**src/rtl/mem_stage_pkg.sv**
```systemverilog
// Shared types and constants for the memory access stage.
// funct3 size codes, result-source and FSM state enums, word width.
package mem_stage_pkg;

  localparam int WORD_W = 32;

  localparam logic [2:0] F3_B  = 3'b000;
  localparam logic [2:0] F3_H  = 3'b001;
  localparam logic [2:0] F3_W  = 3'b010;
  localparam logic [2:0] F3_BU = 3'b100;
  localparam logic [2:0] F3_HU = 3'b101;

  typedef enum logic [1:0] {
    RES_ALU = 2'b00,
    RES_MEM = 2'b01,
    RES_PC4 = 2'b10
  } res_src_e;

  typedef enum logic [1:0] {
    S_IDLE = 2'b00,
    S_REQ  = 2'b01,
    S_WAIT = 2'b10
  } state_e;

endpackage

```
**src/rtl/load_store_align.sv**
```systemverilog
// Byte-lane alignment: store strobes/replicated data, load extract+extend.
// Ports: i_funct3, i_off, i_wdata, i_rdata -> o_wstrb, o_wdata, o_rdata.
module load_store_align
  import mem_stage_pkg::*;
(
  input  logic [2:0]        i_funct3,
  input  logic [1:0]        i_off,
  input  logic [WORD_W-1:0] i_wdata,
  input  logic [WORD_W-1:0] i_rdata,
  output logic [3:0]        o_wstrb,
  output logic [WORD_W-1:0] o_wdata,
  output logic [WORD_W-1:0] o_rdata
);

  logic              w_is_b;
  logic              w_is_h;
  logic              w_sgn;
  logic [1:0]        w_lane;
  logic [WORD_W-1:0] w_sh;

  assign w_is_b = (i_funct3 == F3_B) | (i_funct3 == F3_BU);
  assign w_is_h = (i_funct3 == F3_H) | (i_funct3 == F3_HU);
  assign w_sgn  = ~i_funct3[2];

  // Halfwords ignore off[0]; words always use lane 0.
  always_comb begin
    w_lane = 2'b00;
    if (w_is_b)      w_lane = i_off;
    else if (w_is_h) w_lane = {i_off[1], 1'b0};
  end

  assign w_sh = i_rdata >> {w_lane, 3'b000};

  always_comb begin
    o_wstrb = 4'b1111;
    o_wdata = i_wdata;
    o_rdata = w_sh;
    unique case (1'b1)
      w_is_b: begin
        o_wstrb = 4'b0001 << w_lane;
        o_wdata = {4{i_wdata[7:0]}};
        o_rdata = {{24{w_sgn & w_sh[7]}}, w_sh[7:0]};
      end
      w_is_h: begin
        o_wstrb = 4'b0011 << w_lane;
        o_wdata = {2{i_wdata[15:0]}};
        o_rdata = {{16{w_sgn & w_sh[15]}}, w_sh[15:0]};
      end
      default: ;
    endcase
  end

endmodule

```
**src/rtl/memory_access_stage.sv**
```systemverilog
// M stage: runs loads/stores on a valid/ready bus, stalls, fills M->W reg.
// Optional MISALIGN_TRAP_EN adds MisalignW and traps misaligned H/W.
module memory_access_stage
  import mem_stage_pkg::*;
#(
  parameter int word_width = 32,
  parameter int strb_width = word_width / 8
) (
  input  logic                  clk,
  input  logic                  reset,
  input  logic                  RegWriteM,
  input  logic [1:0]            ResultSrcM,
  input  logic                  MemWriteM,
  input  logic [2:0]            funct3M,
  input  logic [word_width-1:0] ALUResultM,
  input  logic [word_width-1:0] WriteDataM,
  input  logic [4:0]            RdM,
  input  logic [word_width-1:0] PCPlus4M,
  output logic                  StallM,
  output logic                  dmem_req_valid,
  input  logic                  dmem_req_ready,
  output logic                  dmem_we,
  output logic [word_width-1:0] dmem_addr,
  output logic [word_width-1:0] dmem_wdata,
  output logic [strb_width-1:0] dmem_wstrb,
  input  logic                  dmem_rvalid,
  input  logic [word_width-1:0] dmem_rdata,
  output logic                  RegWriteW,
  output logic [1:0]            ResultSrcW,
  output logic [word_width-1:0] ALUResultW,
  output logic [word_width-1:0] ReadDataW,
  output logic [4:0]            RdW,
`ifdef MISALIGN_TRAP_EN
  output logic                  MisalignW,
`endif
  output logic [word_width-1:0] PCPlus4W
);

  state_e            r_state;
  logic              w_mem_op;
  logic              w_trap;
  logic              w_accept;
  logic              w_capture;
  logic              w_done;
  logic [3:0]        w_strb;
  logic [WORD_W-1:0] w_wdata;
  logic [WORD_W-1:0] w_rext;

  load_store_align u_align (
    .i_funct3 (funct3M),
    .i_off    (ALUResultM[1:0]),
    .i_wdata  (WriteDataM),
    .i_rdata  (dmem_rdata),
    .o_wstrb  (w_strb),
    .o_wdata  (w_wdata),
    .o_rdata  (w_rext)
  );

  assign w_mem_op = MemWriteM | (ResultSrcM == RES_MEM);

`ifdef MISALIGN_TRAP_EN
  logic w_hw;
  logic w_wd;
  assign w_hw = (funct3M == F3_H) | (funct3M == F3_HU);
  assign w_wd = ~w_hw & (funct3M != F3_B) & (funct3M != F3_BU);
  assign w_trap = w_mem_op
                & ((w_hw & ALUResultM[0])
                 | (w_wd & (ALUResultM[1:0] != 2'b00)));
`else
  assign w_trap = 1'b0;
`endif

  assign dmem_req_valid = ~reset & w_mem_op & ~w_trap
                        & (r_state != S_WAIT);
  assign w_accept  = dmem_req_valid & dmem_req_ready;
  assign w_capture = (r_state == S_WAIT) & dmem_rvalid;
  assign w_done    = (w_accept & MemWriteM) | w_capture;
  assign StallM    = ~reset & w_mem_op & ~w_trap & ~w_done;

  assign dmem_we    = MemWriteM;
  assign dmem_addr  = {ALUResultM[word_width-1:2], 2'b00};
  assign dmem_wdata = w_wdata;
  assign dmem_wstrb = MemWriteM ? w_strb : '0;

  always_ff @(posedge clk) begin
    if (reset) begin
      r_state    <= S_IDLE;
      RegWriteW  <= 1'b0;
      ResultSrcW <= '0;
      ALUResultW <= '0;
      ReadDataW  <= '0;
      RdW        <= '0;
      PCPlus4W   <= '0;
`ifdef MISALIGN_TRAP_EN
      MisalignW  <= 1'b0;
`endif
    end else begin
      unique case (r_state)
        S_IDLE, S_REQ: begin
          if (dmem_req_valid) begin
            if (!w_accept)      r_state <= S_REQ;
            else if (MemWriteM) r_state <= S_IDLE;
            else                r_state <= S_WAIT;
          end
        end
        S_WAIT: if (dmem_rvalid) r_state <= S_IDLE;
        default: r_state <= S_IDLE;
      endcase
      // Stalled cycles push a bubble into W.
      RegWriteW  <= RegWriteM & ~StallM & ~w_trap;
      RdW        <= StallM ? 5'd0 : RdM;
      ResultSrcW <= ResultSrcM;
      ALUResultW <= ALUResultM;
      PCPlus4W   <= PCPlus4M;
      ReadDataW  <= w_capture ? w_rext : '0;
`ifdef MISALIGN_TRAP_EN
      MisalignW  <= w_trap;
`endif
    end
  end

endmodule

```
**config.mk**
```make
export PLATFORM = sky130hd
export DESIGN_NAME = memory_access_stage
export DESIGN_NICKNAME = d
export VERILOG_FILES = /design/src/rtl/mem_stage_pkg.sv /design/src/rtl/load_store_align.sv /design/src/rtl/memory_access_stage.sv
export SDC_FILE = /design/constraint.sdc
export NUM_CORES = 1
export LEC_CHECK = 0
export ABC_CLOCK_PERIOD_IN_PS = 4000
export CORE_AREA = 2 2 123 125
export DETAILED_ROUTE_END_ITERATION = 6
export DIE_AREA = 0 0 125 127
export DONT_BUFFER_PORTS = 1
export GPL_ROUTABILITY_DRIVEN = 0
export PLACE_DENSITY = 0.39
export SYNTH_ARGS = -nofsm -noshare
export SYNTH_HDL_FRONTEND = slang
export SYNTH_SLANG_ARGS = --single-unit
```
**constraint.sdc**
```tcl
create_clock -name clk -period 4 [get_ports clk]
set_clock_uncertainty 0.1 [all_clocks]
set_input_delay 0.8 -clock clk [delete_from_list [all_inputs] [get_ports clk]]
set_output_delay 0.8 -clock clk [all_outputs]
set_load 0.02 [all_outputs]
```
# Yosys cells after proc, flatten, opt, wreduce, memory -nomap -nowiden
# Cells that the tools add are included.
# classes
eq_ne	9
shift	3
mux	11
bitwise_logic	18
n_reduce_logical	6
# op_table
op	n
$pmux 32 s2	2
$shr 32x5->32	1
$mux 2	6
$and 1x1->1	9
$pmux 4 s2	1
$eq 3x3->1 const B	2
$ne 2x2->1 const B	3
$reduce_or 2->1	3
$not 1->1	5
$eq 2x1->1 const B	2
$mux 4	1
$or 1x1->1	4
$pmux 2 s2	1
$shl 1x2->4 const A	1
$shl 2x2->4 const A	1
$eq 3x1->1 const B	1
$logic_not 3->1	1
$eq 2x2->1 const B	1
$logic_not 2->1	1
$reduce_and 2->1	1
# totals
regBits	106
input_bits	144
out_inout_bits	175
word_cells	54

# Longest topological paths before layout
# logic_depth
depth_word	11
ltp_mapped	7
ltp_nobuf	5

# By module
# Synthesis repeated with hierarchy kept, for this count alone.
# unflattened
hier_cells	430
hier_area_um2	4450.5
# modules_own_cells
module	n_inst	cells_per_inst	area_per_inst_um2	seq_area_each_um2
memory_access_stage	1	277	3260.6	2122.0
load_store_align	1	153	1189.9	0.0

# Least setup slack after synthesis
# No wires, ideal clock.
# synth_timing
path_type	input to output
start	input funct3M[0]
end	output dmem_wstrb[3]
t_arrival_ns	2.093
setup_slack_ns	1.007
stages	5
n_path_buf	3
path_cell_list	buf_2 -> buf_2 -> clkbuf_1 -> o21ai_0 -> a21boi_0
# synth_between
elab_chain_len	7
word_cells_on_any_way	12
cone_classes	eq/ne: 3; shift: 2; mux: 4; bitwise: 2; reduce/logical: 1
# synth_rtl
item	line_no	rtl
from (decl)	memory_access_stage.sv:14	input logic [2:0] funct3M,
$eq 3x1->1 / $eq 3x3->1 (equally long branches)	load_store_align.sv:22	assign w_is_h = (i_funct3 == F3_H) | (i_funct3 == F3_HU);
$or 1x1->1	load_store_align.sv:22	
$mux 2	load_store_align.sv:29	else if (w_is_h) w_lane = {i_off[1], 1'b0};
$mux 2	load_store_align.sv:28	if (w_is_b) w_lane = i_off;
$shl 2x2->4 / $shl 1x2->4 (equally long branches)	load_store_align.sv:45, load_store_align.sv:40	
$pmux 4 s2 (*)	load_store_align.sv:38	unique case (1'b1)
$mux 4 (*)	memory_access_stage.sv:83	assign dmem_wstrb = MemWriteM ? w_strb : '0;
to (decl)	memory_access_stage.sv:25	output logic [strb_width-1:0] dmem_wstrb,
# Every way passes the cells marked *; elsewhere a longest branch is shown, timed or not.

# Worst setup path in the final report
# layout_timing
start	input ResultSrcM[0]
end	output StallM
# layout_between
elab_chain_len	9
# layout_rtl
item	line_no	rtl
from (decl)	memory_access_stage.sv:12	input logic [1:0] ResultSrcM,
$eq 2x1->1 (*)	memory_access_stage.sv:59	assign w_mem_op = MemWriteM | (ResultSrcM == RES_MEM);
$or 1x1->1 (*)	memory_access_stage.sv:59	
$and 1x1->1 (*)	memory_access_stage.sv:73, memory_access_stage.sv:78	
$and 1x1->1	memory_access_stage.sv:74	& (r_state != S_WAIT);
$and 1x1->1	memory_access_stage.sv:75	assign w_accept = dmem_req_valid & dmem_req_ready;
$and 1x1->1	memory_access_stage.sv:77	assign w_done = (w_accept & MemWriteM) | w_capture;
$or 1x1->1	memory_access_stage.sv:77	
$not 1->1	memory_access_stage.sv:78	assign StallM = ~reset & w_mem_op & ~w_trap & ~w_done;
$and 1x1->1 (*)	memory_access_stage.sv:78	
to (decl)	memory_access_stage.sv:19	output logic StallM,
# Marked as above.

==> summary by stage <==
Power
Across the VDD grid, the largest voltage drop is 0.1790 mV. Power spread over the standard cell area amounts to 508.9 nW/um^2. The standby leakage power is 1.675 nW.

STA
Setup repair after global routing left no endpoint under its margin. The worst path in the final design needs a cycle of 2727 ps, including I/O delays and setup. Measured against its own limit, the worst slew margin works out to 0.2986. The count of final hold-check violations is 0. Based on the critical path, the design can be clocked at up to 366.7 MHz. The number of slew-limit violations in the final report was 0. Setup violations remaining at the end of the flow were counted as 0.

The worst hold slack after final layout is 350.4 ps. The smallest setup slack after layout is 1273 ps. The final worst-path cycle share is 0.6818. The slew at the pin with the worst max-slew slack is 1048 ps.

The total negative setup slack is 0 ps.

Synthesis
The synthesized design spends more area on one cell type than any other, namely sky130_fd_sc_hd__dfxtp_1. The area share of the leading cell type in the synthesized netlist is 0.5161. For this run, the register share of the synthesized area comes to 0.5161.

A synthesized cell averages 10.23 sq um. By area the synthesized netlist is led by sky130_fd_sc_hd__dfxtp_1 52%, sky130_fd_sc_hd__nor2b_1 12%, sky130_fd_sc_hd__buf_4 7.5%. Counting flops and latches in the post-synthesis netlist gives 106. Yosys printed 0 warnings. The number of instances in the synthesized netlist is 402.

In the synthesized netlist, the cells that appear most often are 106 x sky130_fd_sc_hd__dfxtp_1, 77 x sky130_fd_sc_hd__nor2b_1, 41 x sky130_fd_sc_hd__buf_4. The cell with the most instances after synthesis is sky130_fd_sc_hd__dfxtp_1. Synthesis instantiated 38 different standard cells from the library. The netlist area before placement is 4111 sq um.

Among all flip-flop cells after synthesis, the most frequent one is sky130_fd_sc_hd__dfxtp_1. The number of flops mapped to enable cells by yosys is 0. The async set-or-reset flop fraction in the synthesized netlist is 0.

GRT
The first global-routing pass estimated 15,730 um of wire. The global-route usage over all layers is 0.1312. The initial antenna violation count is 0. The total overflow reported by the global router is 0.

The number of global-route vias before repair is 2,581. The pin count of the biggest net entering global routing is 73.

Floorplanning
The height of the chip is 127 um. The floorplan step defined a die boundary enclosing 15,880 sq um. In this run the standard cell core region covers 14,420 sq um.

319 I/O pins were placed. The effective utilization at floorplan is 0.2850. The number of placement rows is 44.

The die outline width is 125 um.

Worst setup path
Data on the critical path is required at its endpoint by 3100 ps. The worst setup path category is in2out. The worst setup path is captured at an output port. The critical path startpoint category is an input pin. In this run the critical register-to-register path is captured at ReadDataW[18].

Data arrives at the worst endpoint at 1830 ps. The register-to-register setup slack is 1840 ps. The origin of the critical flop-to-flop path is r_state[0].

The worst register-to-register path has a depth of 5. The largest fanout on the critical path is 2.

Finish
The synthesis-to-layout area growth is 2.708%. The fill cell total of the finished layout is 1,505. Of the cells placed in the final design, the portion with a size suffix greater than 1 is 0.1324. At the end of the flow the core is filled with cells to 0.2928. With fillers left out, the area of the finished cells amounts to 4223 sq um. The antenna cell count is 0. After the last flow step, the layout net total stands at 494.

Clocking
Clock tree synthesis inserted a total of 9 buffers. The number of sinks driven by the clock tree is 106. CTS placed an instance of sky130_fd_sc_hd__clkbuf_16 at the clock tree root. The number of H-tree levels is 3.

Buffers inserted to repair hold after CTS numbered 0. After clock tree synthesis, the setup repair step added 0 buffers. The CTS tree is built. The later pin in the worst-skew pair is clocked with a latency of 330 ps. Counting along the longest clock path gives a buffer depth of 2. After clock tree synthesis, the repair step resized 0 gates.

The clock transition time at the flip-flop clock pins of the worst setup and hold paths is 60 ps.

Placed design
The HPWL after detailed placement is 8010 um. Once placement finished, the instance area stood at 3934 sq um. Prior to clock tree synthesis, the placed netlist has a worst setup slack of 1286 ps. During placement, the flow inserted port buffers numbering 0.

Status
The run finished with clean final reports.

Worst hold path
The class of the tightest hold or removal check is reg2reg. The endpoint with the worst hold slack is r_state[0]. The worst hold path begins at r_state[1]. Along the worst hold path, the cell count comes to 1.

Detailed routing
After detailed routing, the number of vias per cell comes to 4.753. The final routed wirelength across all metal layers is 10,650 um. The first-pass detailed-route iteration total is 4. The remaining design rule violation count is 0. The routed layout has 2,562 vias. The number of violations reported at the end of detailed-routing iteration 0 is 44. The post-detailed-route count of antenna-violating nets is 0. The average routed wire per standard cell is 19.77 um.

Job
The count of maximum capacitance violations is 0.
## cells in the final DEF, fill, tap and decap left out, types with 6 or more instances in the layout
| cell type | count |
|---|---|
| sky130_fd_sc_hd__nand2_1 | 38 |
| sky130_fd_sc_hd__dfxtp_1 | 106 |
| sky130_fd_sc_hd__and2_1 | 6 |
| sky130_fd_sc_hd__a32oi_1 | 8 |
| sky130_fd_sc_hd__o21ai_0 | 10 |
| sky130_fd_sc_hd__clkbuf_16 | 9 |
| sky130_fd_sc_hd__mux4_2 | 7 |
| sky130_fd_sc_hd__nor2_1 | 13 |
| sky130_fd_sc_hd__nor2b_1 | 77 |
| sky130_fd_sc_hd__a21oi_1 | 17 |
| sky130_fd_sc_hd__mux2_2 | 16 |
| sky130_fd_sc_hd__mux2i_1 | 10 |
| sky130_fd_sc_hd__a31oi_1 | 7 |
## metrics by stage
step	power [mW]	cells
2_1_floorplan	1.387	403
3_3_place_gp	1.333	523
3_5_place_dp	1.332	523
4_1_cts	2.193	539
5_1_grt	2.243	539
6_report	2.149	539
## power by group
group | total (mW) | leakage, nW | switching (mW) | internal (mW)
Clock | 0.845 | 0.139 | 0.412 | 0.433
Combinational | 0.140 | 0.662 | 0.0750 | 0.0645
Sequential | 1.16 | 0.874 | 0.0675 | 1.10
Total | 2.15 | 1.68 | 0.554 | 1.59
## area by class of cell
type,instances,area (sq um),share of cell area
multi-input cells,230,1570,0.3719
well taps,184,230.2,0.05452
inverters,3,11.26,0.002667
clock inverters,7,63.81,0.01511
flip-flops and latches,106,2122,0.5025
clock buffers,9,225.2,0.05333
## routing by layer
layer	routed length, um	vias to the layer above	GRT usage	share of wire
li1	-	1179	-	-
met1	3773	1174	0.1325	0.35
met2	5314	199	0.2273	0.50
met3	1426	10	0.07370	0.13
met4	140	0	0.04902	0.013
met5	0	-	0	0
## kinds of logic (layout without fill, tap and decap cells)
family / Yosys count / in the layout / share of synthesized area
AOI/OAI and AO/OA: 50 / 50 / 0.07608
other: 1 / 2 / 0.0009121
and+or+nand+nor: 145 / 145 / 0.1975
DFF: 106 / 106 / 0.5161
muxes: 33 / 33 / 0.1065
buffers and inverters: 67 / 19 / 0.1029
## state kept, by name, summed over array words and instances (netlist names)
signal,flops
ReadDataW,32
ALUResultW,32
ResultSrcW,2
PCPlus4W,32
RegWriteW,1
RdW,5
r_state,2
## worst max-delay path, stage by stage
cell	delay [ps]
sky130_fd_sc_hd__nor2b_1	240
sky130_fd_sc_hd__o21bai_1	120
sky130_fd_sc_hd__a211oi_1	670
## worst max-delay path by stage
stage	startpoint	endpoint	slack (ps)	cells after the start
after detailed placement	ResultSrcM[0]	StallM	1290	3
after global routing	ResultSrcM[0]	StallM	1250	3
after global placement	ResultSrcM[0]	StallM	1280	3
after CTS	ResultSrcM[0]	StallM	1280	3
final	ResultSrcM[0]	StallM	1270	3
after floorplan	funct3M[0]	dmem_wstrb[3]	1010	5
Power figures use the tool's default switching activity.
